$ cat src/rtl/image_pipe_pack_if.sv
// image_pipe_pack bus bundle: pixel input, packed-word output
// with busy handshake, and the CPU register port.
interface image_pipe_pack_if;
  logic [7:0]  pix_data_in;
  logic        pix_valid_in;
  logic        pix_end_in;
  logic        pix_busy_out;
  logic [31:0] image_pipe_data_out;
  logic        image_pipe_valid_out;
  logic        image_pipe_end_out;
  logic        image_pipe_busy_in;
  logic        reg_cpu_cs;
  logic        reg_cpu_we;
  logic        reg_cpu_re;
  logic [31:2] reg_cpu_addr;
  logic [31:0] reg_cpu_data_wr;
  logic [31:0] reg_cpu_data_rd;
  logic        reg_cpu_wack;
  logic        reg_cpu_rdv;

  modport slave (
    input  pix_data_in,
    input  pix_valid_in,
    input  pix_end_in,
    output pix_busy_out,
    output image_pipe_data_out,
    output image_pipe_valid_out,
    output image_pipe_end_out,
    input  image_pipe_busy_in,
    input  reg_cpu_cs,
    input  reg_cpu_we,
    input  reg_cpu_re,
    input  reg_cpu_addr,
    input  reg_cpu_data_wr,
    output reg_cpu_data_rd,
    output reg_cpu_wack,
    output reg_cpu_rdv
  );

  modport master (
    output pix_data_in,
    output pix_valid_in,
    output pix_end_in,
    input  pix_busy_out,
    input  image_pipe_data_out,
    input  image_pipe_valid_out,
    input  image_pipe_end_out,
    output image_pipe_busy_in,
    output reg_cpu_cs,
    output reg_cpu_we,
    output reg_cpu_re,
    output reg_cpu_addr,
    output reg_cpu_data_wr,
    input  reg_cpu_data_rd,
    input  reg_cpu_wack,
    input  reg_cpu_rdv
  );
endinterface

$ cat src/rtl/image_pipe_pack.sv
// Packs 8-bit pixels 4-per-word into a 3-deep output FIFO.
// Ports: clk, rst (sync, active high), io (slave side of bundle).
module image_pipe_pack (
  input  logic               clk,
  input  logic               rst,
  image_pipe_pack_if.slave   io
);

  localparam int DW_IN  = 8;
  localparam int DW_OUT = 32;

  logic [13:0] addr;
  assign addr = io.reg_cpu_addr[15:2];

  logic unused_bits;
  assign unused_bits = ^{io.reg_cpu_addr[31:16],
                         io.reg_cpu_data_wr[31:1]};

  logic              ctrl_en;
  logic [1:0]        lane;
  logic [23:0]       pack_q;
  logic [DW_OUT:0]   mem [3];
  logic [1:0]        rd_ptr;
  logic [1:0]        wr_ptr;
  logic [1:0]        cnt;
  logic [1:0]        cnt_nxt;
  logic [15:0]       words_q;
  logic [15:0]       frames_q;
  logic              busy_q;
  logic              re_q;
  logic              wack_q;
  logic              rdv_q;
  logic [31:0]       rd_q;
  logic [31:0]       rd_mux;
  logic [DW_OUT-1:0] word;

  logic accept;
  logic push;
  logic do_push;
  logic fifo_vld;
  logic pop;
  logic wr_ctrl;
  logic wr_stat;
  logic rd_edge;
  logic [DW_OUT:0] head;

  function automatic logic [1:0] ptr_inc(
    input logic [1:0] p
  );
    return (p == 2'd2) ? 2'd0 : p + 2'd1;
  endfunction

  assign accept   = io.pix_valid_in & ctrl_en;
  assign push     = accept &
                    ((lane == 2'd3) | io.pix_end_in);
  assign fifo_vld = (cnt != 2'd0);
  assign pop      = fifo_vld & ~io.image_pipe_busy_in;
  // A full FIFO only accepts when a pop frees a slot.
  assign do_push  = push & ((cnt != 2'd3) | pop);
  assign head     = mem[rd_ptr];

  assign wr_ctrl = io.reg_cpu_cs & io.reg_cpu_we &
                   (addr == 14'd0);
  assign wr_stat = io.reg_cpu_cs & io.reg_cpu_we &
                   (addr == 14'd1);
  assign rd_edge = io.reg_cpu_cs & io.reg_cpu_re & ~re_q;

  // Lanes above the current one are zero because
  // pack_q is cleared whenever a word leaves.
  always_comb begin
    word = {8'h00, pack_q};
    unique case (lane)
      2'd0: word[7:0]   = io.pix_data_in;
      2'd1: word[15:8]  = io.pix_data_in;
      2'd2: word[23:16] = io.pix_data_in;
      2'd3: word[31:24] = io.pix_data_in;
    endcase
  end

  always_comb begin
    cnt_nxt = cnt;
    unique case ({do_push, pop})
      2'b10:   cnt_nxt = cnt + 2'd1;
      2'b01:   cnt_nxt = cnt - 2'd1;
      default: cnt_nxt = cnt;
    endcase
  end

  always_comb begin
    rd_mux = '0;
    unique case (1'b1)
      (addr == 14'd0): rd_mux = {31'd0, ctrl_en};
      (addr == 14'd1): rd_mux = {frames_q, words_q};
      default:         rd_mux = '0;
    endcase
  end

  always_ff @(posedge clk) begin
    if (do_push) begin
      mem[wr_ptr] <= {io.pix_end_in, word};
    end
  end

  always_ff @(posedge clk) begin
    if (rst) begin
      lane   <= '0;
      pack_q <= '0;
      rd_ptr <= '0;
      wr_ptr <= '0;
      cnt    <= '0;
      busy_q <= 1'b0;
    end else begin
      if (accept) begin
        if (push) begin
          lane   <= '0;
          pack_q <= '0;
        end else begin
          lane   <= lane + 2'd1;
          pack_q <= word[23:0];
        end
      end
      if (do_push) begin
        wr_ptr <= ptr_inc(wr_ptr);
      end
      if (pop) begin
        rd_ptr <= ptr_inc(rd_ptr);
      end
      cnt    <= cnt_nxt;
      busy_q <= (cnt_nxt >= 2'd2);
    end
  end

  always_ff @(posedge clk) begin
    if (rst) begin
      ctrl_en  <= 1'b0;
      words_q  <= '0;
      frames_q <= '0;
      re_q     <= 1'b0;
      wack_q   <= 1'b0;
      rdv_q    <= 1'b0;
      rd_q     <= '0;
    end else begin
      if (wr_ctrl) begin
        ctrl_en <= io.reg_cpu_data_wr[0];
      end
      // A clear write beats a same-cycle pop.
      if (wr_stat) begin
        words_q  <= '0;
        frames_q <= '0;
      end else if (pop) begin
        words_q  <= words_q + 16'd1;
        frames_q <= frames_q + {15'd0, head[DW_OUT]};
      end
      re_q   <= io.reg_cpu_re;
      wack_q <= io.reg_cpu_cs & io.reg_cpu_we;
      rdv_q  <= io.reg_cpu_cs & io.reg_cpu_re;
      if (rd_edge) begin
        rd_q <= rd_mux;
      end
    end
  end

  assign io.image_pipe_valid_out = fifo_vld;
  assign io.image_pipe_data_out  =
    fifo_vld ? head[DW_OUT-1:0] : '0;
  assign io.image_pipe_end_out   =
    fifo_vld & head[DW_OUT];
  assign io.pix_busy_out         = busy_q;
  assign io.reg_cpu_wack         = wack_q;
  assign io.reg_cpu_rdv          = rdv_q;
  assign io.reg_cpu_data_rd      = rd_q;

  logic unused_dw;
  assign unused_dw = (DW_IN != 8);

endmodule
$ cat src/flat_wrapper.sv
// flat-port wrapper written by rule: the top's interface ports become plain ports
module image_pipe_pack_flat 
  (clk, rst, io_pix_data_in, io_pix_valid_in, io_pix_end_in, io_pix_busy_out, io_image_pipe_data_out, io_image_pipe_valid_out, io_image_pipe_end_out, io_image_pipe_busy_in, io_reg_cpu_cs, io_reg_cpu_we, io_reg_cpu_re, io_reg_cpu_addr, io_reg_cpu_data_wr, io_reg_cpu_data_rd, io_reg_cpu_wack, io_reg_cpu_rdv);
  image_pipe_pack_if io_i ();
  input  logic clk;
  input  logic rst;
  input wire logic [$bits(io_i.pix_data_in)-1:0] io_pix_data_in;
  input wire logic [$bits(io_i.pix_valid_in)-1:0] io_pix_valid_in;
  input wire logic [$bits(io_i.pix_end_in)-1:0] io_pix_end_in;
  output wire logic [$bits(io_i.pix_busy_out)-1:0] io_pix_busy_out;
  output wire logic [$bits(io_i.image_pipe_data_out)-1:0] io_image_pipe_data_out;
  output wire logic [$bits(io_i.image_pipe_valid_out)-1:0] io_image_pipe_valid_out;
  output wire logic [$bits(io_i.image_pipe_end_out)-1:0] io_image_pipe_end_out;
  input wire logic [$bits(io_i.image_pipe_busy_in)-1:0] io_image_pipe_busy_in;
  input wire logic [$bits(io_i.reg_cpu_cs)-1:0] io_reg_cpu_cs;
  input wire logic [$bits(io_i.reg_cpu_we)-1:0] io_reg_cpu_we;
  input wire logic [$bits(io_i.reg_cpu_re)-1:0] io_reg_cpu_re;
  input wire logic [$bits(io_i.reg_cpu_addr)-1:0] io_reg_cpu_addr;
  input wire logic [$bits(io_i.reg_cpu_data_wr)-1:0] io_reg_cpu_data_wr;
  output wire logic [$bits(io_i.reg_cpu_data_rd)-1:0] io_reg_cpu_data_rd;
  output wire logic [$bits(io_i.reg_cpu_wack)-1:0] io_reg_cpu_wack;
  output wire logic [$bits(io_i.reg_cpu_rdv)-1:0] io_reg_cpu_rdv;
  assign io_i.pix_data_in = io_pix_data_in;
  assign io_i.pix_valid_in = io_pix_valid_in;
  assign io_i.pix_end_in = io_pix_end_in;
  assign io_pix_busy_out = io_i.pix_busy_out;
  assign io_image_pipe_data_out = io_i.image_pipe_data_out;
  assign io_image_pipe_valid_out = io_i.image_pipe_valid_out;
  assign io_image_pipe_end_out = io_i.image_pipe_end_out;
  assign io_i.image_pipe_busy_in = io_image_pipe_busy_in;
  assign io_i.reg_cpu_cs = io_reg_cpu_cs;
  assign io_i.reg_cpu_we = io_reg_cpu_we;
  assign io_i.reg_cpu_re = io_reg_cpu_re;
  assign io_i.reg_cpu_addr = io_reg_cpu_addr;
  assign io_i.reg_cpu_data_wr = io_reg_cpu_data_wr;
  assign io_reg_cpu_data_rd = io_i.reg_cpu_data_rd;
  assign io_reg_cpu_wack = io_i.reg_cpu_wack;
  assign io_reg_cpu_rdv = io_i.reg_cpu_rdv;
  image_pipe_pack u_core (.clk(clk), .rst(rst), .io(io_i));
endmodule
$ cat config.mk
export PLATFORM = sky130hd
export DESIGN_NAME = image_pipe_pack_flat
export DESIGN_NICKNAME = d
export VERILOG_FILES = /design/src/rtl/image_pipe_pack_if.sv /design/src/rtl/image_pipe_pack.sv /design/src/flat_wrapper.sv
export SDC_FILE = /design/constraint.sdc
export NUM_CORES = 1
export LEC_CHECK = 0
export BUFFER_PORTS_ARGS = -buffer_cell sky130_fd_sc_hd__buf_2
export CAP_MARGIN = 40
export CELL_PAD_IN_SITES_DETAIL_PLACEMENT = 1
export CELL_PAD_IN_SITES_GLOBAL_PLACEMENT = 2
export CORE_AREA = 2 2 150 181
export DETAILED_ROUTE_END_ITERATION = 8
export DIE_AREA = 0 0 152 183
export GPL_ROUTABILITY_DRIVEN = 0
export GPL_TIMING_DRIVEN = 0
export PLACE_DENSITY_LB_ADDON = 0.1
export SLEW_MARGIN = 0
export SYNTH_ARGS = -nofsm -noshare
export SYNTH_HDL_FRONTEND = slang
export SYNTH_SLANG_ARGS = --single-unit
$ cat constraint.sdc
create_clock -name clk -period 4 [get_ports clk]
set_clock_uncertainty 0.1 [all_clocks]
set_input_delay 0.2 -clock clk [delete_from_list [all_inputs] [get_ports clk]]
set_output_delay 0.2 -clock clk [all_outputs]
set_load 0.02 [all_outputs]
Word level (Yosys, flattened, before mapping)
Memory sizes are Yosys's and may differ from the RTL's. A register that Yosys moved wholly into a read port is not among the register bits.
Index checks and enable logic that the tools add are counted.
{"block": "op_classes", "add_sub_neg": 7, "order_cmp": 1, "n_eq_ne": 9, "muxes": 15, "bitwise_logic": 14, "reduce_logical": 4}
{"op": "$pmux 32 s2", "n": 1}
{"op": "$mux 32", "n": 1}
{"op": "$mux 8", "n": 4}
{"op": "$mux 24", "n": 1}
{"op": "$add 16x1->16", "n": 1}
{"op": "$add 16x1->16 const B", "n": 1}
{"op": "$eq 14x1->1 const B", "n": 1}
{"op": "$logic_not 14->1", "n": 1}
{"op": "$and 1x1->1", "n": 10}
{"op": "$eq 2x2->1 const B", "n": 5}
{"op": "$mux 2", "n": 5}
{"op": "$add 2x1->2 const B", "n": 4}
{"op": "$eq 2x1->1 const B", "n": 2}
{"op": "$pmux 2 s2", "n": 1}
{"op": "$ge 2x2->1 const B", "n": 1}
{"op": "$logic_not 2->1", "n": 1}
{"op": "$mux 1", "n": 2}
{"op": "$ne 2x2->1 const B", "n": 1}
{"op": "$not 1->1", "n": 2}
{"op": "$or 1x1->1", "n": 2}
{"op": "$reduce_bool 2->1", "n": 1}
{"op": "$reduce_or 2->1", "n": 1}
{"op": "$sub 2x1->2 const B", "n": 1}
{"block": "word_totals", "reg_bits": 101, "mem_bits_rw": 99, "inputBits": 78, "output_inout_bits": 69, "n_memories": 1}
{"memory": "u_core.mem", "words": 3, "word_bits": 33, "rd": 1, "rd_ports_with_merged_regs": 1, "wr": 1, "line": "image_pipe_pack.sv:22", "text": "logic [DW_OUT:0] mem [3];"}

Logic depth before layout (Yosys ltp)
Gate-level depths: netlist (run 1).
{"block": "depth", "depth_word": 7, "ltp_mapped": 9, "ltp_nobuf": 7}

Least setup slack after synthesis (run 1)
Ideal clock, no wire load.
{"block": "synth_timing", "path_kind": "reg-to-reg", "from": "reg u_core.lane[1]", "to": "mem u_core.mem[2][0] (netlist bit), enable pin", "setup_ns": 0.471, "t_arrival_ns": 3.328, "path_slack_ns": 0.101, "stages_incl_launch_ff": 5, "n_path_buf": 0, "cell_sequence": "dfxtp_1 ha_1 o211a_1 nand2_1 nor3b_1"}
{"block": "synth_between", "elab_chain_len": 6}
{"element": "start, declared", "line": "image_pipe_pack.sv:20", "text": "logic [1:0] lane;"}
{"element": "start signal, assigned", "line": "image_pipe_pack.sv:118", "text": "lane <= lane + 2'd1;"}
{"element": "$eq 2x2->1", "line": "image_pipe_pack.sv:55", "text": "((lane == 2'd3) | io.pix_end_in);"}
{"element": "$or 1x1->1", "line": "image_pipe_pack.sv:55"}
{"element": "$and 1x1->1", "line": "image_pipe_pack.sv:54", "text": "assign push = accept &"}
{"element": "$and 1x1->1", "line": "image_pipe_pack.sv:59", "text": "assign do_push = push & ((cnt != 2'd3) | pop);"}
{"element": "$mux 1", "line": "image_pipe_pack.sv:99", "text": "if (do_push) begin"}
{"element": "$mux 1 (not written as such)", "line": "image_pipe_pack.sv:100", "text": "mem[wr_ptr] <= {io.pix_end_in, word};"}
{"element": "end, declared", "line": "image_pipe_pack.sv:22"}
No other way between the ends.

==> impl_metrics.py, run 1 <==
metrics = {
    "yosys": {
        "netlist_area_mm2": 0.00820,
        "synth_top_area_cell": "edfxtp_1",
        "ys_seq_area_frac": 0.611,
        "synth_top_cell_area_share": 0.362,
        "synth_cells": 756,
        "ys_ff_latch": 201,
        "synth_edf_count": 99,
        "yosys.cell_types.count": 44,
        "synth-main-ff-cell": "dfxtp_1",
        "async_flop_share": 0,
        "synthTopCellsByArea": "edfxtp_1 36%, dfxtp_1 25%, a21oi_1 5.2%, nor2_1 5.1%, mux2i_1 4.1%",
        "syn_area_per_cell_um2": 10.9,
        "ys.warnings.count": 0,
        "synth_nets": 841,
    },
    "layout": {
        "mostFrequentLayoutCell": "nor2_1",
        "drive_gt1_frac": 0.194,
        "layout_common_cells": "112 x nor2_1, 104 x buf_2, 102 x dfxtp_1, 99 x edfxtp_1, 85 x a21oi_1",
        "area_delta_synth_final_pct": 22.1,
        "fin_cells": 1239,
        "nNetsFinal": 973,
        "diodes": 0,
    },
    "sta": {
        "setup_slack_ns": 1.24,
        "rsz0062_at_grt": "no",
        "slew_headroom": 0.420,
        "setup_viol": 0,
        "hold_violations": 0,
        "worstMarginPinSlew_ns": 0.866,
        "min_period_ns": 2.76,
        "fin_crit_sh": 0.690,
        "max_freq_ghz": 0.362,
        "slew_viol_final": 0,
    },
    "drt": {
        "drc_errors": 0,
        "ant_nets": 0,
        "via_count": 6091,
        "drtIter0Drc": 216,
        "wl_um": 22400,
        "avgViaCountPerCell": 4.92,
        "dr.pass1.iters": 4,
        "wl_per_cell_um": 18.1,
    },
    "global_route": {
        "grt_pass1_wl_um": 36200,
        "grt.overflow.total": 0,
        "grt_usage": 0.163,
        "antenna_found_initial": 0,
        "grt_max_degree": 24,
        "grt_pass1_vias": 6589,
    },
    "die": {
        "core_area_mm2": 0.0261,
        "die_w_um": 152,
        "io_pins": 147,
        "rows": 65,
        "die_h_um": 183,
        "die_area_mm2": 0.0278,
        "initial_core_util": 0.314,
    },
    "clock_network": {
        "clk_path_buf_depth": 3,
        "cts.sinks": 201,
        "cts_tree": "yes",
        "cts_max_level": 1,
        "path_clk_slew_ns": 0.06,
        "cts_buffers": 22,
        "clk_latency_ns": 0.50,
        "postCtsSetupRepairBufs": 0,
        "clockRootBuffer": "clkbuf_16",
    },
    "pwr": {
        "internal_power_mw": 3.56,
        "p_per_area_mw_per_mm2": 442,
        "swShare": 0.194,
        "p_sw_mw": 0.859,
        "ir_drop_mv": 0.235,
        "clkPwrFrac": 0.496,
        "p_seq_frac": 0.485,
        "power_frac_comb": 0.019,
        "leakage_nw": 3.62,
    },
    "place": {
        "dp.cells": 1194,
        "dp_hpwl_um": 16400,
        "port_buffers": 98,
        "dp_slack_ns": 1.23,
    },
    "worst_setup_path": {
        "cp.arrival_ns": 3.07,
        "critPathMaxFanout": 10,
        "cp-start-kind": "register",
        "critical_path_class": "reg2reg",
        "critPathRequiredTime_ns": 4.31,
        "end_kind": "register",
    },
    "flow_run": {
        "drv_cap": 0,
    },
    "worst_hold_path": {
        "hold_path_class": "in2reg",
    },
    "outcome": {
        "status": "finished clean",
    },
}
## worst max-delay path, cell delays in order, from the launching register on
cell and delay, ns:
dfxtp_1 0.39, clkbuf_1 0.53, nand2_1 0.10, o21ai_0 0.20, ha_1 0.28, ha_1 0.29
nand3_1 0.22, or3_1 0.40, a21oi_1 0.17
## final timing paths
| check | cells past startpoint | endpoint | slack (ns) | from |
|---|---|---|---|---|
| worst max-delay path | 8 | u_core.frames_q[12] | 1.24 | register |
| worst min-delay path | 4 | u_core.ctrl_en | 0.02 | io_reg_cpu_addr[0] |
| worst max register to register | 8 | u_core.frames_q[12] | 1.24 | register |
| worst min register to register | 2 | u_core.io.reg_cpu_data_rd[17] | 0.35 | u_core.io.reg_cpu_data_rd[17] |
## power groups by stage
stage / logic, mW / registers (mW) / clock network, mW
2_1_floorplan: 0.0333 / 2.19 / 0
3_3_place_gp: 0.0804 / 2.19 / 0
3_5_place_dp: 0.0825 / 2.19 / 0
4_1_cts: 0.0864 / 2.15 / 2.25
5_1_grt: 0.0913 / 2.14 / 2.34
6_report: 0.0830 / 2.15 / 2.19
## logic make-up (layout without fill, tap and decap cells)
logic type,Yosys count,after routing,synth area share
buffers and inverters,60,208,0.0302
and+or+nand+nor,279,279,0.161
muxes,58,58,0.0744
xor gates and xnor gates,18,18,0.0192
adders and majority gates,7,7,0.0107
AOI/OAI and AO/OA,133,133,0.0936
DFF,201,201,0.611
## final cells by class
type	instances	area, um^2
multi-input combinational	495	2950
buffer	52	218
sequential	201	5010
clock inverter	9	168
timing repair buffer	108	603
tap	335	419
fill	2906	16100
inverter	8	30.0
clock buffer	31	616
## registers in the layout, indices dropped and copies added, names as in the netlist, 2 cells and up, named ones only
signal and count:
u_core.frames_q 16, u_core.io.reg_cpu_data_rd 32, u_core.lane 2, u_core.words_q 16, u_core.rd_ptr 2, u_core.mem 99, u_core.wr_ptr 2, u_core.pack_q 24
## what timing repair did
item	4_1_cts	5_1_grt
endpoints found under the setup margin	0	0
endpoints found under the hold margin	6	0
hold buffers	5	0
resized for setup	0	0
## per-stage QoR
step	util	total power, mW	setup TNS, ns	area, um^2	hold slack, ns
2_1_floorplan	-	2.22	0	8200	0.179
3_3_place_gp	0.349	2.27	-68.61	9110	0.334
3_5_place_dp	0.352	2.27	0	9180	0.342
4_1_cts	0.384	4.48	0	10000	0.00945
5_1_grt	0.384	4.58	0	10000	0.0324
6_report	0.384	4.42	0	10000	0.0249
## Yosys cell counts, drive strengths merged, types with 10 or more instances
library cell  count
nand4            14
nor2            113
mux2i            34
clkbuf           42
buf              10
nand3            44
dfxtp           102
and2             16
mux2             24
a22oi            25
a21oi            85
nand2            55
edfxtp           99
xor2             17
o21ai            10
## metal layers
| metal | up-vias | share of wire | track usage |
|---|---|---|---|
| li1 | 2968 | - | - |
| met1 | 3018 | 0.41 | 0.181 |
| met2 | 82 | 0.55 | 0.325 |
| met3 | 23 | 0.027 | 0.0206 |
| met4 | 0 | 0.016 | 0.0381 |
| met5 | - | 0 | 0 |
Power figures use the tool's default switching activity.
==> inputs of run 2 (changes only) <==
Clock period 4 ns to 2.3 ns, I/O delays scaled along.
==> impl_metrics.py, run 2 (synthesized netlist as in run 1, its figures left out) <==
metrics = {
    "outcome": {
        "status": "finished clean",
    },
    "layout": {
        "largest_register_ffs": 99,
        "layout_common_cells": "112 x nor2_1, 101 x buf_2, 101 x dfxtp_1, 99 x edfxtp_1, 85 x a21oi_1",
        "mostFrequentLayoutCell": "nor2_1",
        "design_area_mm2": 0.0101,
        "area_delta_synth_final_pct": 23.2,
        "top_register": "u_core.mem",
        "drive_gt1_frac": 0.206,
        "nNetsFinal": 982,
        "diodes": 0,
        "fin_cells": 1246,
    },
    "place": {
        "dp_hpwl_um": 16300,
        "place_area_mm2": 0.00920,
        "port_buffers": 98,
        "dp.cells": 1193,
    },
    "sta": {
        "slew_viol_final": 0,
        "rsz0062_at_grt": "no",
        "fin_crit_sh": 0.928,
        "max_freq_ghz": 0.469,
        "setup-tns-final_ns": 0,
        "setup_viol": 0,
        "slew_headroom": 0.580,
        "hold_violations": 0,
        "worstMarginPinSlew_ns": 0.629,
        "min_period_ns": 2.13,
    },
    "worst_hold_path": {
        "hold_path_class": "in2reg",
    },
    "drt": {
        "met3WireLength_um": 665,
        "drtIter0Drc": 241,
        "met1_length_um": 8960,
        "wl_per_cell_um": 18.2,
        "avgViaCountPerCell": 4.91,
        "drc_errors": 0,
        "wl_met2_um": 12600,
        "dr.pass1.iters": 4,
        "via_count": 6116,
        "wl_um": 22700,
        "ant_nets": 0,
        "routed.top_layer": "met4",
    },
    "clock_network": {
        "clk_path_buf_depth": 3,
        "clk_latency_ns": 0.49,
        "cts_buffers": 21,
        "cts_tree": "yes",
        "path_clk_slew_ns": 0.06,
        "clockRootBuffer": "clkbuf_16",
        "cts.sinks": 201,
        "cts_max_level": 1,
    },
    "worst_setup_path": {
        "critPathMaxFanout": 10,
        "crit_family": "buffers and inverters",
        "critical_path.slowest_cell": "dlygate4sd3_1",
        "worstPathCellList": "dlygate4sd3_1 -> buf_2 -> clkbuf_1 -> buf_1 -> a21oi_1 -> dlygate4sd3_1",
        "slowest_delay_ns": 0.58,
        "crit_top_cell": "dlygate4sd3_1",
        "end_kind": "register",
        "critPathRequiredTime_ns": 2.58,
        "crit_buf_inv": 5,
        "cp.arrival_ns": 2.41,
        "cp-start-kind": "input port",
        "critical_path_class": "in2reg",
    },
    "global_route": {
        "antenna_found_initial": 0,
        "grt_pass1_wl_um": 36100,
        "grt_usage": 0.161,
        "grt.overflow.total": 0,
        "grt_pass1_vias": 6607,
        "grt_max_degree": 28,
    },
    "die": {
        "core_area_mm2": 0.0261,
        "die_w_um": 152,
        "initial_core_util": 0.314,
        "die_h_um": 183,
        "io_pins": 147,
        "rows": 65,
        "die_area_mm2": 0.0278,
    },
    "flow_run": {
        "drv_cap": 0,
    },
    "pwr": {
        "leakage_nw": 3.64,
        "p_per_area_mw_per_mm2": 723,
        "ir_drop_mv": 0.424,
    },
}
==> run 2: worst paths after layout <==
| kind | startpoint | to | slack [ns] | depth (start not counted) |
|---|---|---|---|---|
| worst max-delay path | rst | u_core.ctrl_en | 0.17 | 6 |
| worst min-delay path | io_pix_data_in[4] | u_core.mem[0][28] | 0.003 | 2 |
| worst max register to register | u_core.lane[1] | u_core.mem[0][11] | 0.19 | 6 |
| worst min register to register | u_core.io.reg_cpu_data_rd[22] | u_core.io.reg_cpu_data_rd[22] | 0.35 | 2 |
==> run 2: power by group <==
part           leakage, nW  total [mW]  internal [mW]  switching, mW
clock network        0.333        3.42           2.07           1.35
logic                 1.62       0.155         0.0525          0.102
registers             1.69        3.73           3.73       0.000796
total                 3.64        7.31           5.85           1.46
==> run 2: area by class of cell <==
class | instances | area (um^2)
well taps | 335 | 419
clock buffers | 28 | 572
clock inverters | 9 | 114
inverters | 8 | 33.8
fillers | 2894 | 16000
multi-input cells | 495 | 2980
flip-flops and latches | 201 | 5020
plain buffers | 50 | 239
repair buffers | 120 | 736
==> run 2: timing repair <==
action,in CTS,in global routing
hold endpoints to repair,33,0
hold buffers,16,0
endpoints found under the setup margin,72,68
pin swaps,1,1
setup buffers,1,1
gates resized for setup,14,14
==> run 2: through the flow <==
step | power [mW] | worst slack, ns | hold slack [ns] | util
final | 7.31 | 0.166 | 0.00332 | 0.387
after global routing | 7.56 | 0.0317 | 0.0214 | 0.387
after CTS | 7.41 | 0.00594 | 0.00286 | 0.386
after detailed placement | 3.95 | -0.538 | 0.254 | 0.352
after global placement | 3.95 | -0.819 | 0.251 | 0.350
after floorplan | 3.87 | 0.0161 | 0.0941 | -
==> run 2: per-layer routing <==
| metal | global-route usage | up-vias |
|---|---|---|
| met5 | 0 | - |
| met4 | 0.0411 | 0 |
| li1 | - | 2987 |
| met1 | 0.176 | 3024 |
| met3 | 0.0220 | 25 |
| met2 | 0.324 | 80 |
